===== src/rtl/resp_gen_2.sv =====
// Responder side of the round-2 key confirmation: captures the initiator nonce,
// waits for the shared key, returns c_2 = r_1 ^ k with a done strobe held DONE_HOLD cycles.
module resp_gen_2 #(
  parameter int WIDTH       = 64,
  parameter int TIMEOUT_CYC = 255,
  parameter int DONE_HOLD   = 2
) (
  input  logic             clk,
  input  logic             rst,
  input  logic [WIDTH-1:0] r_1_i,
  input  logic             r_1_valid_i,
  output logic             r_1_ready_o,
  input  logic [WIDTH-1:0] k_i,
  input  logic             key_valid_i,
  output logic [WIDTH-1:0] c_2_o,
  output logic             done_o,
  output logic             busy_o,
  output logic             timeout_o
);

  typedef enum logic [1:0] {IDLE, WAIT_KEY, RESP} state_t;

  localparam logic [15:0] WAIT_LAST = 16'(TIMEOUT_CYC - 1);
  localparam logic [15:0] HOLD_LAST = 16'(DONE_HOLD - 1);

  state_t             state_q, state_d;
  logic [WIDTH-1:0]   nonce_q, nonce_d;
  logic [WIDTH-1:0]   c2_q, c2_d;
  logic               done_q, done_d;
  logic               to_q, to_d;
  logic [15:0]        wcnt_q, wcnt_d;
  logic [15:0]        hcnt_q, hcnt_d;

  always_ff @(posedge clk or negedge rst) begin
    if (!rst) begin
      state_q <= IDLE;
      nonce_q <= '0;
      c2_q    <= '0;
      done_q  <= 1'b0;
      to_q    <= 1'b0;
      wcnt_q  <= '0;
      hcnt_q  <= '0;
    end else begin
      state_q <= state_d;
      nonce_q <= nonce_d;
      c2_q    <= c2_d;
      done_q  <= done_d;
      to_q    <= to_d;
      wcnt_q  <= wcnt_d;
      hcnt_q  <= hcnt_d;
    end
  end

  always_comb begin
    state_d = state_q;
    nonce_d = nonce_q;
    c2_d    = c2_q;
    done_d  = done_q;
    to_d    = 1'b0;
    wcnt_d  = wcnt_q;
    hcnt_d  = hcnt_q;
    case (state_q)
      IDLE: begin
        if (r_1_valid_i) begin
          nonce_d = r_1_i;
          wcnt_d  = '0;
          state_d = WAIT_KEY;
        end
      end
      WAIT_KEY: begin
        // key takes priority over an expiring wait counter
        if (key_valid_i) begin
          c2_d    = nonce_q ^ k_i;
          done_d  = 1'b1;
          hcnt_d  = '0;
          state_d = RESP;
        end else if (wcnt_q == WAIT_LAST) begin
          to_d    = 1'b1;
          nonce_d = '0;
          state_d = IDLE;
        end else begin
          wcnt_d = wcnt_q + 16'd1;
        end
      end
      RESP: begin
        if (hcnt_q == HOLD_LAST) begin
          done_d  = 1'b0;
          c2_d    = '0;
          nonce_d = '0;
          state_d = IDLE;
        end else begin
          hcnt_d = hcnt_q + 16'd1;
        end
      end
      default: state_d = IDLE;
    endcase
  end

  assign r_1_ready_o = (state_q == IDLE);
  assign busy_o      = (state_q != IDLE);
  assign c_2_o       = c2_q;
  assign done_o      = done_q;
  assign timeout_o   = to_q;

endmodule

===== config.mk =====
export PLATFORM = sky130hd
export DESIGN_NAME = resp_gen_2
export DESIGN_NICKNAME = d
export VERILOG_FILES = /design/src/rtl/resp_gen_2.sv
export SDC_FILE = /design/constraint.sdc
export NUM_CORES = 1
export LEC_CHECK = 0
export BUFFER_PORTS_ARGS = -buffer_cell sky130_fd_sc_hd__buf_2
export CAP_MARGIN = 10
export CORE_AREA = 2 2 153 155
export CTS_CLUSTER_DIAMETER = 30
export DETAILED_ROUTE_END_ITERATION = 8
export DIE_AREA = 0 0 155 157
export GPL_TIMING_DRIVEN = 0
export SETUP_SLACK_MARGIN = 0.2
export SYNTH_ARGS = -nofsm -noshare
export SYNTH_HDL_FRONTEND = slang
export SYNTH_SLANG_ARGS = --single-unit

===== constraint.sdc =====
create_clock -name clk -period 3.55 [get_ports clk]
set_clock_uncertainty 0.05 [all_clocks]
set_input_delay 0.71 -clock clk [delete_from_list [all_inputs] [get_ports clk]]
set_output_delay 0.71 -clock clk [all_outputs]
set_load 0.02 [all_outputs]

==> flow_metrics.py, run 1 <==
metrics = {
    "worst_hold_path": {
        "worst_hold_path_type": "input port to asynchronous set/reset pin",
    },
    "global_route": {
        "grt.overflow.total": 0,
        "grt_pass1_wl_mm": 31.3,
        "grt_pass1_vias": 5754,
        "track_usage": 0.165,
        "grt_max_degree": 115,
        "antenna_found_initial": 6,
    },
    "route": {
        "first_iter_violations": 261,
        "met3_length_mm": 1.20,
        "dr_wl_met2_mm": 9.35,
        "vias": 5938,
        "wl_mm": 19.8,
        "drc": 0,
        "top_layer_used": "met5",
        "first_pass_iters": 4,
        "vias_per_cell": 4.79,
        "drt-met1-wl_mm": 9.02,
        "wl_per_cell_um": 16.0,
        "drtAntennaViolNets": 0,
    },
    "clock_tree": {
        "clock-root-buffer": "clkbuf_16",
        "tritoncts": "done",
        "htreeDepth": 4,
        "ctsHoldBuffers": 0,
        "cts_buffers": 17,
        "worstSkewPairLatency_ps": 430,
        "cts_buffer_depth": 2,
        "clk_pin_slew_ps": 70,
        "cts_resized": 0,
        "post-cts-setup-buffer-count": 0,
        "cts_num_sinks": 164,
    },
    "place": {
        "hpwl_mm": 14.3,
        "io_buffer_count": 199,
        "place_ws_ps": 639,
        "gp_congestion": 0.797,
    },
    "die": {
        "pin_count": 200,
        "fp.dieH_um": 157,
        "core_area_um2": 22500,
        "rows": 55,
        "dieWidth_um": 155,
        "fp.dieArea_um2": 24300,
        "start_util": 0.336,
    },
    "layout": {
        "fillers": 2196,
        "nets": 1077,
        "layout_commonest_cell": "buf_2",
        "drive_gt1_frac": 0.261,
        "mostFrequentLayoutCells": "buf_2, dfrtp_1, nand2_1",
        "syn_to_final_growth_pct": 27.4,
    },
    "worst_setup_path": {
        "end_kind": "flop",
        "critPathArrivalTime_ps": 3150,
        "reg2reg_depth": 10,
        "critPathMaxFanout": 10,
        "r2r-start": "wcnt_q[0]",
        "rrSetupSlack_ps": 660,
        "criticalPathCategory": "flop to flop",
        "critPathLaunch": "wcnt_q[0]",
        "start_kind": "flop",
        "cp.required_ps": 3810,
    },
    "power": {
        "switchingPower_mw": 3.81,
        "pwr-share-comb": 0.451,
        "swShare": 0.407,
        "ir_drop_v": 0.000421,
        "pwr-share-clk": 0.226,
        "leakage_nw": 4.63,
        "p_int_mw": 5.56,
        "p_per_area_nw_per_um2": 974,
        "power.sequential.fraction": 0.323,
        "finalPower_mw": 9.37,
    },
    "yosys": {
        "synth_seq_cells": 164,
        "synth_nets": 858,
        "synth-edff-count": 0,
        "syn-cell-area_um2": 7550,
        "ys.flop_type": "dfrtp_1",
        "syn_avg_cell_area_um2": 10.5,
        "synth_cells": 717,
        "synthDistinctLibCells": 47,
        "async_flop_share": 1.00,
        "ys_seq_area_frac": 0.544,
        "ys_warn_count": 0,
    },
    "sta": {
        "whs_ps": 128,
        "fin_crit_sh": 0.815,
        "report.final.slew_viol_count": 0,
        "hold_violations": 0,
        "relSlewSlack": 0.465,
        "worst-slew-pin-transition_ps": 798,
        "rsz0062_at_grt": "no",
        "worst_slack_ps": 655,
        "fin_setup_tns_ps": 0,
        "finalSetupViolCount": 0,
        "period_needed_ps": 2890,
        "timing.fmax_mhz": 345,
    },
    "status": {
        "outcome": "finished, final reports clean",
    },
    "flow_run": {
        "maxCapViolCount": 0,
    },
}
==> path summary, 6_finish.rpt <==
kind                                     to
worst max register to register  nonce_q[41]
max in group asynchronous         c_2_o[29]
worst min-delay path              wcnt_q[5]
min in group clk                     done_o
worst min register to register       done_o
worst max-delay path            nonce_q[41]
==> state kept, by name, indices dropped and copies added, names as in the netlist <==
register,cells
c_2_o,64
nonce_q,64
hcnt_q,16
wcnt_q,16
state_q,2
done_o,1
timeout_o,1
==> layout make-up <==
type	instances	area [um^2]	share of cell area
Sequential cell	164	4100	0.427
Multi-Input combinational cell	506	3230	0.336
Timing Repair Buffer	200	1030	0.107
Clock buffer	17	425	0.0442
Tap cell	285	357	0.0371
Clock inverter	15	241	0.0251
Buffer	39	188	0.0195
Inverter	8	30.0	0.00312
Antenna cell	5	12.5	0.00130
==> power groups by stage <==
stage	Sequential [mW]	Combinational, mW	Clock (mW)
after floorplan	3.42	2.53	0
after global placement	3.05	4.25	0
after detailed placement	3.05	4.34	0
after CTS	3.03	4.32	2.18
after global routing	3.11	4.69	2.26
final	3.03	4.22	2.12
==> routing by layer <==
metal,vias to the layer above,global-route usage
li1,2974,-
met1,2822,0.216
met2,124,0.265
met3,16,0.0542
met4,2,0.0450
met5,-,0
==> synth_stat cells, types with 9 or more instances <==
cell type | n | area [um^2]
o21ai_1 | 20 | 100
nand2_1 | 97 | 364
clkbuf_1 | 24 | 90.1
dfrtp_1 | 164 | 4100
nand2b_1 | 66 | 413
o21ai_0 | 72 | 360
nand3_1 | 13 | 65.1
a21oi_1 | 12 | 60.1
a22o_1 | 65 | 569
o31ai_1 | 11 | 82.6
xor2_1 | 65 | 569
ha_1 | 9 | 113
==> worst max-delay path, stage by stage (launching register included) <==
cell and delay (ps):
dfrtp_1 430, inv_1 80, ha_1 140, or4b_1 460
or4_4 540, a2111o_1 490, buf_6 180, buf_6 150
buf_6 140, nand2_1 60, o21ai_1 60
==> per-stage QoR <==
stage,util,cells,instance area [um^2]
floorplan,-,717,7550
finish,0.427,1239,9620
CTS,0.427,1234,9610
detailed placement,0.397,1202,8940
global placement,0.396,1201,8900
global route,0.427,1236,9610
==> kinds of logic (layout without fill, tap and decap cells) <==
family	count (synthesis)	count (layout)	share of synthesized area
muxes	4	4	0.00547
buffers and inverters	47	279	0.0288
and+or+nand+nor	224	224	0.152
DFF	164	164	0.544
xor gates and xnor gates	66	66	0.0766
adders and majority gates	9	9	0.0149
other	0	5	0
AOI/OAI and AO/OA	203	203	0.179
Note: power is estimated with default switching activity, not from simulation.
==> inputs of run 2 (changes only) <==
--- a/config.mk
+++ b/config.mk
@@ -5,12 +5,13 @@
 export SDC_FILE = /design/constraint.sdc
 export NUM_CORES = 1
 export LEC_CHECK = 0
+export ABC_AREA = 1
 export BUFFER_PORTS_ARGS = -buffer_cell sky130_fd_sc_hd__buf_2
 export CAP_MARGIN = 10
-export CORE_AREA = 2 2 153 155
+export CORE_AREA = 2 2 162 164
 export CTS_CLUSTER_DIAMETER = 30
 export DETAILED_ROUTE_END_ITERATION = 8
-export DIE_AREA = 0 0 155 157
+export DIE_AREA = 0 0 164 166
 export GPL_TIMING_DRIVEN = 0
 export SETUP_SLACK_MARGIN = 0.2
 export SYNTH_ARGS = -nofsm -noshare
==> constraint.sdc (replaced) <==
create_clock -name clk -period 2.5 [get_ports clk]
set_clock_uncertainty 0.05 [all_clocks]
set_input_delay 0.5 -clock clk [delete_from_list [all_inputs] [get_ports clk]]
set_output_delay 0.5 -clock clk [all_outputs]
set_load 0.02 [all_outputs]
==> flow_metrics.py, run 2 <==
metrics = {
    "sta": {
        "whs_ps": -19.2,
        "relSlewSlack": 0.558,
        "fin_crit_sh": 0.836,
        "fin_setup_tns_ps": 0,
        "timing.fmax_mhz": 479,
        "report.final.slew_viol_count": 0,
        "period_needed_ps": 2090,
        "hold_violations": 8,
        "finalSetupViolCount": 0,
        "worst-slew-pin-transition_ps": 663,
        "rsz0062_at_grt": "no",
        "worst_slack_ps": 410,
    },
    "layout": {
        "mostFrequentLayoutCells": "nand2_1, buf_2, dfrtp_1",
        "syn_to_final_growth_pct": 24.0,
        "fin_util": 0.412,
        "nets": 1426,
        "drive_gt1_frac": 0.235,
        "n_antenna_cell": 0,
        "layout_commonest_cell": "nand2_1",
        "register_area_um2": 4100,
        "multi_input_area_um2": 3640,
        "fillers": 2614,
    },
    "route": {
        "first_pass_iters": 5,
        "dr_wl_met2_mm": 10.9,
        "wl_per_cell_um": 14.2,
        "met3_length_um": 982,
        "top_layer_used": "met4",
        "first_iter_violations": 542,
        "vias_per_cell": 4.58,
        "wl_mm": 23.2,
        "drt-met1-wl_mm": 10.9,
        "drtAntennaViolNets": 0,
        "vias": 7476,
        "drc": 0,
    },
    "clock_tree": {
        "cts_buffers": 17,
        "cts_buffer_depth": 2,
        "cts_num_sinks": 164,
        "worstSkewPairLatency_ps": 420,
        "tritoncts": "done",
        "ctsHoldBuffers": 0,
        "clk_pin_slew_ps": 70,
        "clock-root-buffer": "clkbuf_16",
        "htreeDepth": 4,
    },
    "yosys": {
        "ys_seq_area_frac": 0.482,
        "async_flop_share": 1.00,
        "synth_top_cell_by_area": "dfrtp_1",
        "synth-edff-count": 0,
        "ys_warn_count": 0,
        "synth_nets": 1207,
        "synth_seq_cells": 164,
        "syn_avg_cell_area_um2": 7.99,
        "ys.flop_type": "dfrtp_1",
        "synth_cells": 1066,
        "synth_common_cells": "nand2_1, dfrtp_1, nor2_1",
        "yosysMostFrequentCell": "nand2_1",
        "syn-cell-area_um2": 8520,
        "netlist.area_leader.share": 0.482,
        "yosys-top-cells-area": "dfrtp_1, nand2_1, xnor2_1",
        "synthDistinctLibCells": 25,
    },
    "global_route": {
        "grt_pass1_wl_mm": 37.7,
        "antenna_found_initial": 0,
        "grt_pass1_vias": 7255,
        "grt.overflow.total": 0,
        "track_usage": 0.174,
        "grt_max_degree": 87,
    },
    "power": {
        "leakage_nw": 5.45,
        "p_per_area_nw_per_um2": 1260,
        "ir_drop_v": 0.000546,
        "finalPower_mw": 13.3,
    },
    "status": {
        "violations": "negative hold slack",
        "outcome": "finished, violations left",
    },
    "worst_hold_path": {
        "worst_hold_path_type": "input port to asynchronous set/reset pin",
    },
    "die": {
        "pin_count": 200,
        "dieWidth_um": 164,
        "rows": 59,
        "fp.dieH_um": 166,
        "start_util": 0.333,
        "fp.dieArea_um2": 27200,
        "core_area_um2": 25600,
    },
    "worst_setup_path": {
        "reg2reg_depth": 10,
        "start_kind": "flop",
        "r2r-end": "c_2_o[57]",
        "critPathArrivalTime_ps": 2330,
        "r2r-start": "state_q[1]",
        "rrSetupSlack_ps": 410,
        "end_kind": "flop",
        "cp.required_ps": 2740,
        "critPathMaxFanout": 10,
        "criticalPathCategory": "flop to flop",
    },
    "flow_run": {
        "maxCapViolCount": 0,
    },
    "place": {
        "hpwl_mm": 16.7,
        "place_ws_ps": 84.5,
        "gp_congestion": 0.872,
        "io_buffer_count": 199,
    },
}
## run 2: cell types whose count changed in the layout (fill, tap and decap cells not counted), sizes merged, moves of 36 or more
cell    before  now
a22o        65    0
inv         14  115
nand2       97  313
nand2b      66    0
nand3       13   49
nand4        7   76
nor2         7  118
xnor2        1   65
xor2        65    3
## run 2: how the worst max path moves through the flow
stage	from	end	slack [ps]	cells after the start
global route	state_q[1]	nonce_q[8]	210	12
finish	state_q[1]	c_2_o[57]	410	10
detailed placement	state_q[0]	nonce_q[57]	80	7
global placement	rst	c_2_o[37]	-1910	1
CTS	state_q[1]	c_2_o[57]	240	10
floorplan	state_q[0]	nonce_q[10]	560	11
## run 2: stage by stage
stage	area, um^2	cells	hold WS (ps)
2_1_floorplan	8520	1066	154
3_3_place_gp	9940	1600	407
4_1_cts	10600	1633	35.5
3_5_place_dp	9970	1601	419
5_1_grt	10600	1633	59.8
6_report	10600	1633	-19.2
## run 2: what timing repair did
item                       4_1_cts  5_1_grt
pin swaps                        0        0
setup endpoints to repair       60       54
resized for setup                1        4
buffers inserted                 0        0
## run 2: logic make-up (layout without fill, tap and decap cells)
family                   count (synthesis)  after routing  synth area share
AND/OR/NAND/NOR                        563            563             0.287
adder cells (fa/ha/maj)                  9              9            0.0132
flip-flops                             164            164             0.482
XOR/XNOR                                68             68            0.0699
AO/OA/AOI/OAI                           96             96            0.0567
buffers and inverters                  166            398            0.0918
## run 2: worst max-delay path, stage by stage, from the launching register on
cell and delay, ps:
dfrtp_1 410, inv_1 110, ha_1 150, buf_2 190
inv_2 70, nor2_1 150, inv_2 90, nand3_1 100
clkbuf_4 260, clkbuf_4 280, o21ai_1 110
## run 2: per-layer routing
| metal | vias to the layer above | track usage |
|---|---|---|
| met1 | 3454 | 0.237 |
| met3 | 22 | 0.0322 |
| met2 | 167 | 0.283 |
| met4 | 0 | 0.0481 |
| li1 | 3833 | - |
| met5 | - | 0 |
## run 2: final cells by class
type                    instances  share of cell area
plain buffers                  57              0.0360
clock inverters                11              0.0108
flip-flops and latches        164               0.388
repair buffers                200              0.0978
clock buffers                  21              0.0445
well taps                     335              0.0397
multi-input cells             736               0.344
inverters                     109              0.0387
## run 2: report_power, final
group          leakage, nW  switching [mW]  internal [mW]  total, mW
Combinational         3.06            4.12           2.27       6.40
Sequential            2.11           0.618           3.68       4.29
Clock                0.283            1.15           1.48       2.63
==> inputs of run 3 (changes only) <==
==> constraint.sdc (replaced) <==
create_clock -name clk -period 1.82 [get_ports clk]
set_clock_uncertainty 0.05 [all_clocks]
set_input_delay 0.364 -clock clk [delete_from_list [all_inputs] [get_ports clk]]
set_output_delay 0.364 -clock clk [all_outputs]
set_load 0.02 [all_outputs]
==> flow_metrics.py, run 3 (synthesis results as in run 2) <==
metrics = {
    "status": {
        "outcome": "finished, violations left",
        "violations": "negative setup slack",
    },
    "layout": {
        "layout_commonest_cell": "nand2_1",
        "mostFrequentLayoutCells": "nand2_1, buf_2, dfrtp_1",
        "syn_to_final_growth_pct": 44.2,
        "final_cells": 1727,
        "drive_gt1_frac": 0.333,
        "nets": 1518,
        "fillers": 2481,
    },
    "worst_setup_path": {
        "cp.required_ps": 2090,
        "start_kind": "flop",
        "end_kind": "flop",
        "critPathTopFamily": "buffers and inverters",
        "critPathMaxFanout": 5,
        "cp_slowest_cell": "dfrtp_1",
        "slowest_delay_ps": 410,
        "crit_path_cell_trace": "inv_2, buf_12, ha_4, inv_4, nor2_4, nor2_4, inv_2, nor2_4, buf_4, nand3_4, buf_2, nand2_1, nand2_1",
        "cp_common_cell": "nor2_4",
        "criticalPathCategory": "flop to flop",
        "critPathArrivalTime_ps": 2260,
        "worst-path-buf-inv": 6,
    },
    "place": {
        "gp_congestion": 0.847,
        "hpwl_mm": 16.7,
        "io_buffer_count": 199,
        "dp.cells": 1601,
        "place_ws_ps": -518,
    },
    "sta": {
        "rsz0062_at_grt": "yes",
        "timing.fmax_mhz": 503,
        "hold_violations": 0,
        "report.final.slew_viol_count": 0,
        "relSlewSlack": 0.517,
        "finalSetupViolCount": 88,
        "period_needed_ps": 1990,
        "worst_slack_ps": -170,
        "fin_setup_tns_ps": -9350,
        "fin_crit_sh": 1.09,
        "worst-slew-pin-transition_ps": 725,
        "whs_ps": 161,
    },
    "clock_tree": {
        "cts_buffer_depth": 2,
        "cts_num_sinks": 164,
        "tritoncts": "done",
        "worstSkewPairLatency_ps": 420,
        "clock-root-buffer": "clkbuf_16",
        "cts_buffers": 17,
        "htreeDepth": 4,
        "clk_pin_slew_ps": 70,
    },
    "route": {
        "vias_per_cell": 4.71,
        "wl_per_cell_um": 15.4,
        "drtAntennaViolNets": 0,
        "wl_mm": 26.6,
        "first_iter_violations": 678,
        "first_pass_iters": 5,
        "drc": 0,
        "vias": 8132,
    },
    "die": {
        "dieWidth_um": 164,
        "pin_count": 200,
        "fp.dieArea_um2": 27200,
        "fp.dieH_um": 166,
        "start_util": 0.333,
        "rows": 59,
        "core_area_um2": 25600,
    },
    "global_route": {
        "track_usage": 0.188,
        "antenna_found_initial": 2,
        "grt_max_degree": 88,
        "grt_pass1_vias": 7660,
        "grt.overflow.total": 0,
        "grt_pass1_wl_mm": 40.7,
    },
    "power": {
        "p_per_area_nw_per_um2": 1900,
        "ir_drop_v": 0.000954,
        "leakage_nw": 6.26,
    },
    "worst_hold_path": {
        "worst_hold_path_type": "input port to flop",
    },
    "flow_run": {
        "maxCapViolCount": 0,
    },
}
-- run 3: cell count changes in the layout (fill, tap and decap cells not counted), sizes merged --
cell / change
buf: +83
nand3: +4
clkinv: +3
diode: +2
bufbuf: +1
bufinv: -1
clkbuf: +1
dlygate4sd3: +1
-- run 3: worst paths after layout --
kind                            startpoint           to  slack (ps)  depth (start not counted)
worst max-delay path            state_q[1]  nonce_q[34]        -170                         13
min in group asynchronous              rst    hcnt_q[7]         480                          2
worst max register to register  state_q[1]  nonce_q[34]        -170                         13
max in group asynchronous              rst    c_2_o[33]         400                          3
worst min-delay path               k_i[32]    c_2_o[32]         160                          3
worst min register to register      done_o       done_o         430                          2
-- run 3: area by class of cell --
class,count,area (um^2),area share
antenna,2,5.00,0.000407
buffer,57,722,0.0588
clock buffer,19,453,0.0369
clock inverter,13,113,0.00917
inverter,109,424,0.0345
multi-input combinational,740,3950,0.322
sequential,164,4110,0.335
tap,335,419,0.0341
timing repair buffer,288,2080,0.170
-- run 3: timing repair --
item,CTS,global route
hold buffers,1,0
pin swaps,11,13
endpoints found under the setup margin,163,164
setup buffers,41,24
endpoints found under the hold margin,86,0
cloned,16,10
resized for setup,126,80
-- run 3: through the flow --
stage / instance area, um^2 / util / total power, mW
finish: 12300 / 0.480 / 23.3
global route: 12300 / 0.480 / 24.9
CTS: 11700 / 0.457 / 22.1
detailed placement: 10100 / 0.394 / 15.2
floorplan: 8630 / - / 12.3
global placement: 10000 / 0.392 / 15.1
-- run 3: per-layer routing --
layer | GRT usage | wire, um | up-vias | part of all wire
met5 | 0 | 0 | - | 0
met4 | 0.0629 | 725 | 0 | 0.027
met3 | 0.0297 | 1180 | 37 | 0.045
met2 | 0.309 | 13000 | 224 | 0.49
met1 | 0.253 | 11700 | 3850 | 0.44
li1 | - | - | 4021 | -
-- run 3: tightest hold or removal path, delay by kind of cell --
| kind | cells | cell delay (ps) |
|---|---|---|
| xor gates and xnor gates | 1 | 100 |
| buffers and inverters | 1 | 80 |
| AOI/OAI and AO/OA | 1 | 50 |
-- run 3: power breakdown --
part,internal (mW),total [mW],switching (mW),leakage (nW)
Clock,1.87,3.50,1.64,0.275
Combinational,6.75,13.9,7.16,3.88
Sequential,5.06,5.92,0.866,2.10
Total,13.7,23.3,9.66,6.26
